==> config.mk <==
export PLATFORM = sky130hd
export DESIGN_NAME = bpu_pht_ctrl
export DESIGN_NICKNAME = d
export VERILOG_FILES = /design/src/rtl/bpu_pkg.sv /design/src/rtl/bpu_upd_fifo.sv /design/src/rtl/bpu_pht_ctrl.sv
export SDC_FILE = /design/constraint.sdc
export NUM_CORES = 1
export LEC_CHECK = 0
export CAP_MARGIN = 20
export CORE_ASPECT_RATIO = 1.2
export CORE_MARGIN = 1.5
export CORE_UTILIZATION = 54
export DETAILED_ROUTE_END_ITERATION = 10
export GPL_ROUTABILITY_DRIVEN = 0
export GPL_TIMING_DRIVEN = 0
export PLACE_DENSITY = 0.77
export SETUP_SLACK_MARGIN = 0.05
export SYNTH_ARGS = -nofsm -noshare
export SYNTH_HDL_FRONTEND = slang
export SYNTH_SLANG_ARGS = --single-unit
==> constraint.sdc <==
create_clock -name clk -period 2.2 [get_ports clk]
set_input_delay 0.44 -clock clk [delete_from_list [all_inputs] [get_ports clk]]
set_output_delay 0.44 -clock clk [all_outputs]
set_load 0.01 [all_outputs]
==> src/rtl/bpu_pkg.sv <==
// rtl/bpu_pkg.sv - shared types and counter arithmetic for the PHT controller
package bpu_pkg;

  typedef logic [1:0] pht_ctr_t;

  localparam pht_ctr_t SNT = 2'd0;
  localparam pht_ctr_t WNT = 2'd1;
  localparam pht_ctr_t WT  = 2'd2;
  localparam pht_ctr_t ST  = 2'd3;

  typedef enum logic {
    S_INIT = 1'b0,
    S_RUN  = 1'b1
  } pht_state_e;

  function automatic pht_ctr_t sat_update(pht_ctr_t c, logic taken);
    if (taken) begin
      return (c == ST) ? ST : pht_ctr_t'(c + 2'd1);
    end
    return (c == SNT) ? SNT : pht_ctr_t'(c - 2'd1);
  endfunction

endpackage

==> src/rtl/bpu_upd_fifo.sv <==
// rtl/bpu_upd_fifo.sv - synchronous update FIFO; a push into a full FIFO is accepted only alongside a pop
module bpu_upd_fifo #(
  parameter int  DEPTH   = 4,
  parameter type entry_t = logic
) (
  input  logic                    clk,
  input  logic                    reset,
  input  logic                    push,
  input  logic                    pop,
  input  entry_t                  wdata,
  output entry_t                  rdata,
  output logic                    full,
  output logic                    empty,
  output logic [$clog2(DEPTH):0]  count
);

  localparam int PTR_W = $clog2(DEPTH);
  localparam int CNT_W = PTR_W + 1;

  entry_t             mem_q [DEPTH];
  logic [PTR_W-1:0]   wr_ptr_q, wr_ptr_d;
  logic [PTR_W-1:0]   rd_ptr_q, rd_ptr_d;
  logic [CNT_W-1:0]   count_q, count_d;
  logic               do_push, do_pop;

  assign full  = (count_q == CNT_W'(DEPTH));
  assign empty = (count_q == '0);
  assign count = count_q;
  assign rdata = mem_q[rd_ptr_q];

  always_comb begin
    do_push  = push && (!full || pop);
    do_pop   = pop && !empty;
    wr_ptr_d = do_push ? wr_ptr_q + PTR_W'(1) : wr_ptr_q;
    rd_ptr_d = do_pop  ? rd_ptr_q + PTR_W'(1) : rd_ptr_q;
    count_d  = count_q;
    if (do_push && !do_pop) begin
      count_d = count_q + CNT_W'(1);
    end else if (!do_push && do_pop) begin
      count_d = count_q - CNT_W'(1);
    end
  end

  always_ff @(posedge clk or posedge reset) begin
    if (reset) begin
      wr_ptr_q <= '0;
      rd_ptr_q <= '0;
      count_q  <= '0;
    end else begin
      wr_ptr_q <= wr_ptr_d;
      rd_ptr_q <= rd_ptr_d;
      count_q  <= count_d;
    end
  end

  // Storage carries no reset; the pointers alone define what is valid.
  always_ff @(posedge clk) begin
    if (do_push) begin
      mem_q[wr_ptr_q] <= wdata;
    end
  end

endmodule

==> src/rtl/bpu_pht_ctrl.sv <==
// rtl/bpu_pht_ctrl.sv - PHT port sequencer: post-reset clear sweep, lookup/update arbitration, starvation guard
module bpu_pht_ctrl
  import bpu_pkg::*;
#(
  parameter int IDX_W      = 7,
  parameter int FIFO_DEPTH = 4,
  parameter int STARVE_MAX = 8
) (
  input  logic                         clk,
  input  logic                         reset,
  input  logic                         lookup_valid,
  input  logic [IDX_W-1:0]             lookup_idx,
  input  logic                         upd_valid,
  input  logic [IDX_W-1:0]             upd_idx,
  input  logic                         upd_taken,
  output logic [IDX_W-1:0]             pht_addr,
  output logic                         pht_we,
  output logic [1:0]                   pht_wdata,
  input  logic [1:0]                   pht_rdata,
  output logic                         BP,
  output logic                         bp_valid,
  output logic                         init_done,
  output logic [$clog2(FIFO_DEPTH):0]  fifo_count
);

  localparam int ST_W = $clog2(STARVE_MAX + 1);

  typedef struct packed {
    logic [IDX_W-1:0] idx;
    logic             taken;
  } upd_entry_t;

  pht_state_e        state_q, state_d;
  logic [IDX_W-1:0]  sweep_q, sweep_d;
  logic [ST_W-1:0]   starve_q, starve_d;

  upd_entry_t        push_ent, head_ent;
  logic              fifo_push, fifo_full, fifo_empty;
  logic              upd_grant, force_upd;

  assign push_ent  = '{idx: upd_idx, taken: upd_taken};
  assign fifo_push = upd_valid && (state_q == S_RUN);
  assign init_done = (state_q == S_RUN);

  bpu_upd_fifo #(
    .DEPTH   (FIFO_DEPTH),
    .entry_t (upd_entry_t)
  ) u_fifo (
    .clk   (clk),
    .reset (reset),
    .push  (fifo_push),
    .pop   (upd_grant),
    .wdata (push_ent),
    .rdata (head_ent),
    .full  (fifo_full),
    .empty (fifo_empty),
    .count (fifo_count)
  );

  always_comb begin
    state_d   = state_q;
    sweep_d   = sweep_q;
    starve_d  = starve_q;
    pht_addr  = lookup_idx;
    pht_we    = 1'b0;
    pht_wdata = SNT;
    BP        = 1'b0;
    bp_valid  = 1'b0;
    upd_grant = 1'b0;
    force_upd = fifo_full || (starve_q == ST_W'(STARVE_MAX));

    case (state_q)
      S_INIT: begin
        pht_addr  = sweep_q;
        pht_we    = 1'b1;
        pht_wdata = WNT;
        sweep_d   = sweep_q + IDX_W'(1);
        if (sweep_q == {IDX_W{1'b1}}) begin
          state_d = S_RUN;
        end
      end
      S_RUN: begin
        // Update slot wins whenever fetch is quiet or the queue must make progress.
        if (!fifo_empty && (force_upd || !lookup_valid)) begin
          upd_grant = 1'b1;
          pht_addr  = head_ent.idx;
          pht_we    = 1'b1;
          pht_wdata = sat_update(pht_rdata, head_ent.taken);
        end else if (lookup_valid) begin
          bp_valid = 1'b1;
          BP       = pht_rdata[1];
        end

        if (fifo_empty || upd_grant) begin
          starve_d = '0;
        end else if (lookup_valid && (starve_q != ST_W'(STARVE_MAX))) begin
          starve_d = starve_q + ST_W'(1);
        end
      end
      default: begin
        state_d = S_INIT;
      end
    endcase
  end

  always_ff @(posedge clk or posedge reset) begin
    if (reset) begin
      state_q  <= S_INIT;
      sweep_q  <= '0;
      starve_q <= '0;
    end else begin
      state_q  <= state_d;
      sweep_q  <= sweep_d;
      starve_q <= starve_d;
    end
  end

endmodule

Yosys cells after proc, flatten, opt, wreduce, memory -nomap -nowiden:

Memory sizes are Yosys's and may differ from the RTL's.
Index checks and enable logic that the tools add are counted.

* output and inout bits: 16
* memory bits (writable): 32
* bits of input ports: 21
* memories: 1
* word-level logic and storage cells: 71
* register bits: 19

* multiplexer cells: 29
* reductions and logical operators: 21
* $add $sub $neg: 8
* equal/unequal tests: 5
* bitwise operators: 1

Memory list
* u_fifo.mem_q: words 4, width 8, rd ports 1, clocked after Yosys merged registers in 0, write ports 1, RTL line bpu_upd_fifo.sv:20 `entry_t mem_q [DEPTH];`

Operators with widths (number)
* $mux 1: 16
* $pmux 7 s2: 1
* $mux 2: 5
* $mux 4: 2
* $add 7x1->7 const B: 1
* $eq 7x7->1 const B: 1
* $logic_and 1x1->1: 7
* $mux 7: 1
* $add 2x1->2 const B: 3
* $mux 3: 2
* $logic_not 1->1: 5
* $add 4x1->4 const B: 1
* $eq 4x4->1 const B: 1
* $logic_or 1x1->1: 4
* $ne 4x4->1 const B: 1
* $pmux 2 s2: 1
* $reduce_bool 2->1: 2
* $add 3x1->3 const B: 1
* $eq 3x3->1 const B: 1
* $logic_not 3->1: 1
* $sub 3x1->3 const B: 1
* $eq 2x2->1 const B: 1
* $logic_not 2->1: 1
* $pmux 1 s2: 1
* 3 further kinds: 3

Logic depth before layout (Yosys ltp):

Gate-level depths: netlist of the first run.

* depth after elaboration: 13
* mapped depth: 10
* mapped depth without buffers: 10

Hierarchy:

From an unflattened synthesis of the first run, not the netlist that was laid out.

* cell total of the unflattened synthesis: 176
* area, all modules: 2473.6 um2

By module, submodules not included
* bpu_upd_fifo: cells each 78, sequential area each 1136.1 um2, area an instance 1595.3 um2, instances 1
* bpu_pht_ctrl: cells each 98, sequential area each 300.3 um2, area an instance 878.3 um2, instances 1

Worst setup path after synthesis of the first run:

Ideal clock, no wire load.

* kind: register to register
* start point: reg u_fifo.count_q[0], in the netlist u_fifo.count[0]
* end point: reg u_fifo.count_q[2], in the netlist u_fifo.count[2]
* period minus slack after synthesis: 2083 ps
* setup slack: 117 ps
* library setup time: 79 ps
* data arrival time: 2004 ps
* stages on the path, launching flop included: 10
* buffers on the path: 1
* required time: 2121 ps
* cells stage by stage: dfrtp_1 o31a_1 buf_2 o21ai_2 ha_1 inv_1 fa_1 xor2_1 nor2_1 xor2_1

* word-level cells in the longest chain between the ends: 12
* elaborated cells between the ends (all ways): 22
* those cells by class: add/sub: 2; eq/ne: 1; mux: 5; reduce/logical: 14

Ends and longest elaborated chain
* from (decl): RTL line bpu_upd_fifo.sv:23 `logic [CNT_W-1:0] count_q, count_d;`
* from (signal assigned): RTL line bpu_upd_fifo.sv:52 `count_q <= count_d;`
* $eq 3x3->1: RTL line bpu_upd_fifo.sv:26 `assign full = (count_q == CNT_W'(DEPTH));`
* $logic_or 1x1->1: RTL line bpu_pht_ctrl.sv:70 `force_upd = fifo_full || (starve_q == ST_W'(STARVE_MAX));`
* $logic_or 1x1->1: RTL line bpu_pht_ctrl.sv:84 `if (!fifo_empty && (force_upd || !lookup_valid)) begin`
* $logic_and 1x1->1: RTL line bpu_pht_ctrl.sv:84
* $mux 1: RTL line bpu_pht_ctrl.sv:84
* $mux 1 (2 in a row): RTL line bpu_pht_ctrl.sv:72 `case (state_q)`
* $logic_or 1x1->1: RTL line bpu_upd_fifo.sv:32 `do_push = push && (!full || pop);`
* $logic_and 1x1->1: RTL line bpu_upd_fifo.sv:32
* $logic_not 1->1: RTL line bpu_upd_fifo.sv:39 `end else if (!do_push && do_pop) begin`
* $logic_and 1x1->1: RTL line bpu_upd_fifo.sv:39
* $reduce_bool 2->1 (no line)

Parallel ways exist; a longest one is shown, timed or not. The select of a mux whose other input is x is not followed.
A chain may end at the register's enable or synchronous reset.

Worst setup path in the final report of the first run:

* start point: reg u_fifo.rd_ptr_q[0]
* end point: out pht_addr[2]

* word-level cells in the longest chain between the ends: 3

Ends and longest elaborated chain
* from (decl): RTL line bpu_upd_fifo.sv:22 `logic [PTR_W-1:0] rd_ptr_q, rd_ptr_d;`
* from (signal assigned): RTL line bpu_upd_fifo.sv:51 `rd_ptr_q <= rd_ptr_d;`
* $mem_v2 4x8
* $mux 7: RTL line bpu_pht_ctrl.sv:84
* $pmux 7 s2: RTL line bpu_pht_ctrl.sv:72
* to (decl): RTL line bpu_pht_ctrl.sv:16 `output logic [IDX_W-1:0] pht_addr,`

Every way passes these cells.

==> metrics list, run 1 <==
- Share of the clock period used by the worst path after layout: 102%
- The cell sitting at the root of the clock tree is a sky130_fd_sc_hd__clkbuf_8.
* FF-to-FF Start: u_fifo.count[2]
* Synth warnings: 0
- Floorplan die area: 5010 sq um
- Via total after detailed routing: 1735
* Total global routing track utilization: 23.0%
- Net Switching: 0.318 mW
- Die X-Extent: 64.9 um
* Synth Instances: 184
- Int Pwr: 1.51 mW
- TritonCTS clock tree: done
- In this run the static leakage power is 1.25 nW.
- CTS buffer count: 5
- Worst Setup End Kind: primary output
- Setup repair after global routing could not meet its margin everywhere.
- Share of post-route cells with drive strength above 1: 29.0%
- Worst hold slack: 0.503 ns
- Initial antenna violation count: 0
* Number of global-route vias before repair: 1784
* CTS Buffer Depth: 2
- DRT Wirelength: 5410 um
- Insertion delay to the later sink of the worst-skew pair: 0.30 ns
- Clock period minus worst slack: 2.24 ns
* Launching instance or port of the critical path: u_fifo.rd_ptr_q[0]
- Hold bufs inserted after CTS: 0
* Reg2Reg Capture Point: u_fifo.count[2]
- The max-slew violation count was 0.
- Setup violations remaining at the end of the flow were counted as 4.
* First-pass iteration count of the detailed router: 4
- Actual slew at the worst max-slew pin: 0.784 ns
- Arrival time of data at the critical path endpoint: 1.80 ns
- Total standard cell area after synthesis: 2480 sq um
- In this run, the clock network consumes 41.0% of the power.
- After detailed routing, the number of vias per cell comes to 5.84.
- VDD IR-drop max: 0.000504 V
* Part of the Yosys area used for sequential elements: 57.9%
- Final Hold Viols: 0
* Number of buffers added on ports: 36
- Synthesized area per cell: 13.5 sq um
- Counting instances, the worst hold path has a depth of 1.
- Post-route standard cell area excluding fillers: 3170 sq um
* Max-Cap Viols: 0
* Type of the setup path with the least slack: flip-flop to primary output
* Number of clock sinks: 51
* Number of antenna-violating nets in the routed design: 0
- Run status: finished, violations left
- The total overflow left after global routing is 0.
- The worst register-to-register path has a depth of 9.
* Power density relative to cell area: 575 nW/um^2
* Worst Hold Class: flip-flop to flip-flop
- Violations in the final reports: negative setup slack
- Aggregate negative setup slack: -0.125 ns
- Once the floorplan was initialized, standard cells occupied 57.4% of the core.
- End point of the critical path: pht_addr[2]
- Highest fanout seen on the critical path: 5
- Fin worst setup slack: -0.0425 ns
- After detailed routing, the number of remaining DRC violations is 0.
- Headroom to the max-slew limit came out at 47.6%.
- Counting every net in the synthesized netlist gives 214.
- The floorplan has 26 rows.
* Maximum level of the CTS H-tree: 2
- Clock transition at the registers of the reported paths: 0.09 ns
* Placed wire-length estimate: 3650 um
* Post-route core utilization: 73.4%
- OpenSTA, run right after detailed placement, puts the worst setup slack at -0.358 ns.
- Share of total power in sequential cells: 55.8%
- Startpoint kind of the worst setup timing path: flip-flop
* Achievable clock frequency: 446 MHz
* Global-route wire length before repair: 8640 um
* Number of distinct library cell variants in the gate-level netlist after synthesis: 35
* Endpoint required time on the critical path: 1.76 ns
* Number of ports placed on the die boundary: 37
- In this run switching power makes up 17.4% of total power.
- Detailed router's first-iteration violation count: 128
- The number of antenna diodes in the final layout is 0.
- Standard cell area after detailed placement: 2910 sq um
* Number of nets in the finished design: 270
- Part of the power in combinational logic: 3.2%
* Chip Height: 77.3 um
- Synth Register Bits: 51
* Final routed wire length divided by cell count: 18.2 um
- Setup slack on the worst flop-to-flop path: 0.08 ns
- Final setup skew: 0.00869 ns
* Maximum number of pins on one net before global-route repair: 20
- Area of the core region: 4330 sq um
- Layout overhead on the synthesized area: 27.9%
==> worst min-delay path by stage <==
stage,start,end,slack [ns]
floorplan,reset,init_done,0.39
global placement,sweep_q[2],sweep_q[2],0.48
detailed placement,sweep_q[6],sweep_q[6],0.50
CTS,sweep_q[5],sweep_q[5],0.51
global route,sweep_q[6],sweep_q[6],0.53
finish,sweep_q[5],sweep_q[5],0.50
==> layout by cell type (no fill, tap or decap), types with 6 or more instances in the layout <==
cell	Yosys	final
sky130_fd_sc_hd__mux4_2	8	8
sky130_fd_sc_hd__a31oi_1	7	7
sky130_fd_sc_hd__nand3_1	13	13
sky130_fd_sc_hd__clkdlybuf4s50_1	0	23
sky130_fd_sc_hd__nand4_1	10	10
sky130_fd_sc_hd__o211ai_1	8	8
sky130_fd_sc_hd__ha_1	8	6
sky130_fd_sc_hd__edfxtp_1	32	32
sky130_fd_sc_hd__dfrtp_1	19	16
sky130_fd_sc_hd__xnor2_1	9	9
sky130_fd_sc_hd__buf_2	7	17
sky130_fd_sc_hd__buf_4	0	13
sky130_fd_sc_hd__and3_1	7	7
sky130_fd_sc_hd__nor2b_1	8	8
==> layer usage <==
| layer | GRT usage, % | part of all wire, % | vias to the layer above |
|---|---|---|---|
| met5 | 0 | 0 | - |
| met2 | 41.3 | 54 | 46 |
| met4 | 7.45 | 2.4 | 0 |
| met1 | 28.2 | 40 | 863 |
| met3 | 3.23 | 3.5 | 12 |
| li1 | - | - | 814 |
==> per-stage QoR <==
step | cells | power [mW]
CTS | 291 | 1.83
floorplan | 184 | 1.05
detailed placement | 276 | 1.10
finish | 297 | 1.82
global route | 297 | 1.87
global placement | 276 | 1.09
==> registers in the layout (all words and copies together), names as in the netlist <==
| name | flops |
|---|---|
| init_done | 1 |
| starve_q | 4 |
| sweep_q | 7 |
| u_fifo.count | 3 |
| u_fifo.mem_q | 32 |
| u_fifo.rd_ptr_q | 2 |
| u_fifo.wr_ptr_q | 2 |
==> power by group through the flow <==
stage                     Combinational (mW)  Clock (mW)  Sequential [mW]
final                                 0.0585       0.747             1.02
after global routing                  0.0647       0.792             1.02
after CTS                             0.0586       0.756             1.02
after detailed placement              0.0576           0             1.04
after global placement                0.0540           0             1.04
after floorplan                      0.00859           0             1.04
==> cell usage after synthesis (all sizes together) <==
cell    instances  area (sq um)
nand2           3          11.3
o21ai           6          33.8
dfrtp          19           475
buf             9          57.6
ha              8           100
o21a            1          7.51
mux2            2          22.5
o211ai          8          60.1
mux2i           2          20.0
o31a            3          26.3
nand3          13          65.1
fa              1          20.0
nor2            3          11.3
and3            7          43.8
xor2            3          26.3
mux4            8           180
clkbuf          2          8.75
nand4          10          62.6
and3b           1          8.76
nor2b           8          50.1
a21oi           2          13.8
inv             8          30.0
xnor2           9          78.8
nand2b          2          12.5
a21o            2          15.0
edfxtp         32           961
a31oi           7          43.8
nand3b          1          7.51
and4            1          8.76
nor3            3          20.0
==> worst max-delay path, stage by stage, from the launching register on <==
cell,delay [ns]
sky130_fd_sc_hd__dfrtp_1,0.38
sky130_fd_sc_hd__buf_4,0.14
sky130_fd_sc_hd__buf_16,0.12
sky130_fd_sc_hd__mux4_2,0.50
sky130_fd_sc_hd__o211ai_1,0.12
sky130_fd_sc_hd__nand3_1,0.10
sky130_fd_sc_hd__buf_2,0.14
==> cell families (layout without fill, tap and decap cells) <==
kind of cell	Yosys count	count (layout)	synth area share, %
mux	12	12	8.97
xor+xnor	12	12	4.23
simple gates	52	52	12.1
flops	51	51	57.9
buf+inv	19	76	3.88
compound gates	29	29	8.06
fa+ha+maj	9	9	4.84
==> repair_timing <==
| action | CTS | global route |
|---|---|---|
| gates cloned | 1 | 1 |
| pin swaps | 10 | 10 |
| gates resized for setup | 63 | 11 |
| setup buffers | 6 | 6 |
| endpoints found under the setup margin | 14 | 14 |
==> layout make-up <==
cell class | count | area [sq um]
well taps | 56 | 70.1
fillers | 279 | 1150
repair buffers | 50 | 429
inverters | 8 | 30.0
clock buffers | 6 | 72.6
plain buffers | 10 | 63.8
clock inverters | 2 | 60.1
flip-flops and latches | 51 | 1440
multi-input cells | 114 | 1010
(Power assumes the default switching activity.)
==> run 2: changes to the inputs <==
--- a/config.mk
+++ b/config.mk
@@ -7,7 +7,7 @@
 export LEC_CHECK = 0
 export CAP_MARGIN = 20
 export CORE_ASPECT_RATIO = 1.2
-export CORE_MARGIN = 1.5
+export CORE_MARGIN = 1
 export CORE_UTILIZATION = 54
 export DETAILED_ROUTE_END_ITERATION = 10
 export GPL_ROUTABILITY_DRIVEN = 0
==> metrics list, run 2 (synthesis gave the netlist of run 1 again) <==
* Drc violations: 0 (unchanged)
* Worst Setup End Kind: primary output (unchanged)
- Root buf cell: sky130_fd_sc_hd__clkbuf_8 (unchanged)
* Final routed wire length divided by cell count: 17.3 um (was 18.2 um)
- The total clock buffers created by CTS is 5 (unchanged).
* Worst Hold Class: flip-flop to flip-flop (unchanged)
- FF-to-FF Start: starve_q[1] (was u_fifo.count[2])
* Static leakage power: 1.25 nW (about the same)
* Detailed-route vias per instance: 5.83 (was 5.84)
- The least setup slack across all paths after layout came to -0.0134 ns (was -0.0425 ns).
* Detailed router's first-iteration violation count: 110 (was 128)
- CTS Buffer Depth: 2 (unchanged)
* Startpoint kind of the worst setup timing path: flip-flop (unchanged)
* Initial antenna violation count: 0 (unchanged)
- The register with the most flip-flops is u_fifo.mem_q (unchanged).
- Capture endpoint of the worst hold path: sweep_q[5] (unchanged)
* Chip Height: 76.3 um (was 77.3 um)
- Final setup skew: 0.00589 ns (was 0.00869 ns)
- The overall fraction of global-route tracks in use was 24.2% (was 23.0%).
- Run status: finished, violations left (unchanged)
* Achievable clock frequency: 452 MHz (was 446 MHz)
- The shortest clock period the worst path allows after layout was 2.21 ns (was 2.24 ns).
- The final antenna diode count came to 0 (unchanged).
- The row count came to 26 (unchanged).
- Share of post-route cells with drive strength above 1: 30.2% (was 29.0%)
- Type of the setup path with the least slack: flip-flop to primary output (unchanged)
* Worst slew slack as a fraction of its limit: 50.0% (was 47.6%)
* Clock transition at the registers of the reported paths: 0.09 ns (about the same)
- Hold bufs inserted after CTS: 0 (unchanged)
- The setup TNS after final layout is -0.0134 ns (was -0.125 ns).
- Global-route wire length before repair: 8800 um (was 8640 um)
- The logic depth of the worst register-to-register path is 10 (was 9).
- Most frequent standard cell in the layout excluding fill and tap cells: sky130_fd_sc_hd__edfxtp_1 (unchanged)
* Number of nets in the finished design: 274 (was 270)
* Number of clock sinks: 51 (unchanged)
* Endpoint required time on the critical path: 1.76 ns (about the same)
- Max reg flops: 32 (unchanged)
* Area of the multi-input gates: 1000 sq um (was 1010 sq um)
- VDD IR-drop max: 0.000532 V (was 0.000504 V)
* Uppermost signal routing layer after detailed routing: met4 (unchanged)
- The transition time at the pin with the least slew margin was 0.750 ns (was 0.784 ns).
- Highest fanout seen on the critical path: 10 (was 5)
- Number of buffers added on ports: 36 (unchanged)
* DRT Wirelength: 5220 um (was 5410 um)
- Area of the core region: 4330 sq um (unchanged)
* Setup repair after global routing missed its margin: yes (unchanged)
* Arrival time of data at the critical path endpoint: 1.77 ns (was 1.80 ns)
- Placed wire-length estimate: 3670 um (was 3650 um)
- Via total after detailed routing: 1754 (was 1735)
- The effective utilization at floorplan was 57.4% (unchanged).
- The wire length on met1 was 2120 um (was 2170 um).
* Power density relative to cell area: 546 nW/um^2 (was 575 nW/um^2)
* Setup slack on the worst flop-to-flop path: 0.09 ns (was 0.08 ns)
- Maximum number of pins on one net before global-route repair: 20 (unchanged)
- The number of detailed-routing iterations run before antenna repair is 4 (unchanged).
- Final setup violating endpoints: 1 (was 4)
- Wire length on met2: 2790 um (was 2920 um)
- The clock tree from TritonCTS was done (unchanged).
* Total count of max-transition violations in the final report: 0 (unchanged)
- Largest registers: u_fifo.mem_q: 32 flops, sweep_q: 7 flops, starve_q: 4 flops (unchanged)
- Share of the clock period used by the worst path after layout: 101% (was 102%)
- The clock network latency to the later pin of the worst-skew pair was 0.30 ns (about the same).
- Violations in the final reports: negative setup slack (unchanged)
* Setup WS pre-CTS: -0.350 ns (was -0.358 ns)
- The post-place instance area came to 2910 sq um (unchanged).
- Final Hold Viols: 0 (unchanged)
- Most used cells in the layout excluding fill and tap cells: sky130_fd_sc_hd__edfxtp_1, sky130_fd_sc_hd__clkdlybuf4s50_1, sky130_fd_sc_hd__buf_2 (unchanged).
- The post-layout instance area was 3170 sq um (about the same).
* Met3 routed wirelength: 174 um (was 187 um)
- The worst flop-to-flop path endpoint is u_fifo.count[2] (unchanged).
* Hold-critical path depth: 1 (unchanged)
- The post-layout total power is 1.73 mW (was 1.82 mW).
- Die X-Extent: 63.9 um (was 64.9 um)
* Total of fill cells in the finished design: 292 (was 279)
- Area of all sequential standard cells: 1440 sq um (about the same)
- The die outline area came to 4870 sq um (was 5010 sq um).
* Maximum level of the CTS H-tree: 2 (unchanged)
* Final global-route overflow total: 0 (unchanged)
* Max-Cap Viols: 0 (unchanged)
* Number of global-route vias before repair: 1883 (was 1784)
* Layout overhead on the synthesized area: 27.8% (was 27.9%)
- The top-level port count came to 37 (unchanged).
* Hold path start: sweep_q[5] (unchanged)
- Number of antenna-violating nets in the routed design: 0 (unchanged)
run 2: critical path: stages (launching register included):
cell and delay [ns]:
sky130_fd_sc_hd__dfrtp_1 0.39, sky130_fd_sc_hd__buf_12 0.16, sky130_fd_sc_hd__buf_6 0.10, sky130_fd_sc_hd__mux4_2 0.49, sky130_fd_sc_hd__o211ai_1 0.10, sky130_fd_sc_hd__nand3_1 0.08
sky130_fd_sc_hd__buf_2 0.15
run 2: worst max path at each step:
stage                                  to          startpoint  cells after the start
after CTS                     pht_addr[2]         starve_q[1]                      7
final                         pht_addr[3]  u_fifo.rd_ptr_q[0]                      6
after global routing          pht_addr[3]  u_fifo.rd_ptr_q[0]                      6
after global placement        pht_addr[1]        lookup_valid                      6
after floorplan           u_fifo.count[2]     u_fifo.count[0]                      9
after detailed placement      pht_addr[2]        lookup_valid                      6
run 2: metrics by stage:
| step | hold slack, ns | std cells | util, % |
|---|---|---|---|
| 6_report | 0.506 | 301 | 73.3 |
| 5_1_grt | 0.521 | 301 | 73.3 |
| 4_1_cts | 0.513 | 295 | 72.1 |
| 3_5_place_dp | 0.498 | 276 | 67.3 |
| 3_3_place_gp | 0.477 | 276 | 67.3 |
| 2_1_floorplan | 0.391 | 184 | - |
run 2: area by class of cell:
| type | instances | share of cell area (%) |
|---|---|---|
| flip-flops and latches | 51 | 45.4 |
| multi-input cells | 114 | 31.5 |
| repair buffers | 53 | 13.7 |
| plain buffers | 11 | 2.56 |
| well taps | 56 | 2.21 |
| clock buffers | 5 | 2.17 |
| clock inverters | 3 | 1.50 |
| inverters | 8 | 0.946 |
run 2: where the power goes:
group | switching, mW | total (mW) | internal (mW)
sequential | 0 | 1.02 | 1.02
combinational | 0.0243 | 0.0574 | 0.0331
clock | 0.313 | 0.657 | 0.345
total | 0.337 | 1.73 | 1.40
run 2: metal layers:
metal / global-route usage [%] / up-vias
li1: - / 819
met1: 26.9 / 872
met2: 44.1 / 47
met3: 4.79 / 16
met4: 10.2 / 0
met5: 0 / -
run 2: timing repair:
item | CTS | global route
pin swaps | 10 | 10
cloned | 0 | 0
resized for setup | 64 | 10
buffers inserted | 11 | 6
endpoints found under the setup margin | 14 | 13
==> run 3: changes to the inputs <==
--- a/config.mk
+++ b/config.mk
@@ -17,3 +17,4 @@
 export SYNTH_ARGS = -nofsm -noshare
 export SYNTH_HDL_FRONTEND = slang
 export SYNTH_SLANG_ARGS = --single-unit
+export TNS_END_PERCENT = 100
==> results of run 3 <==
The final DEF is identical to that of run 2; final timing and power are the same.
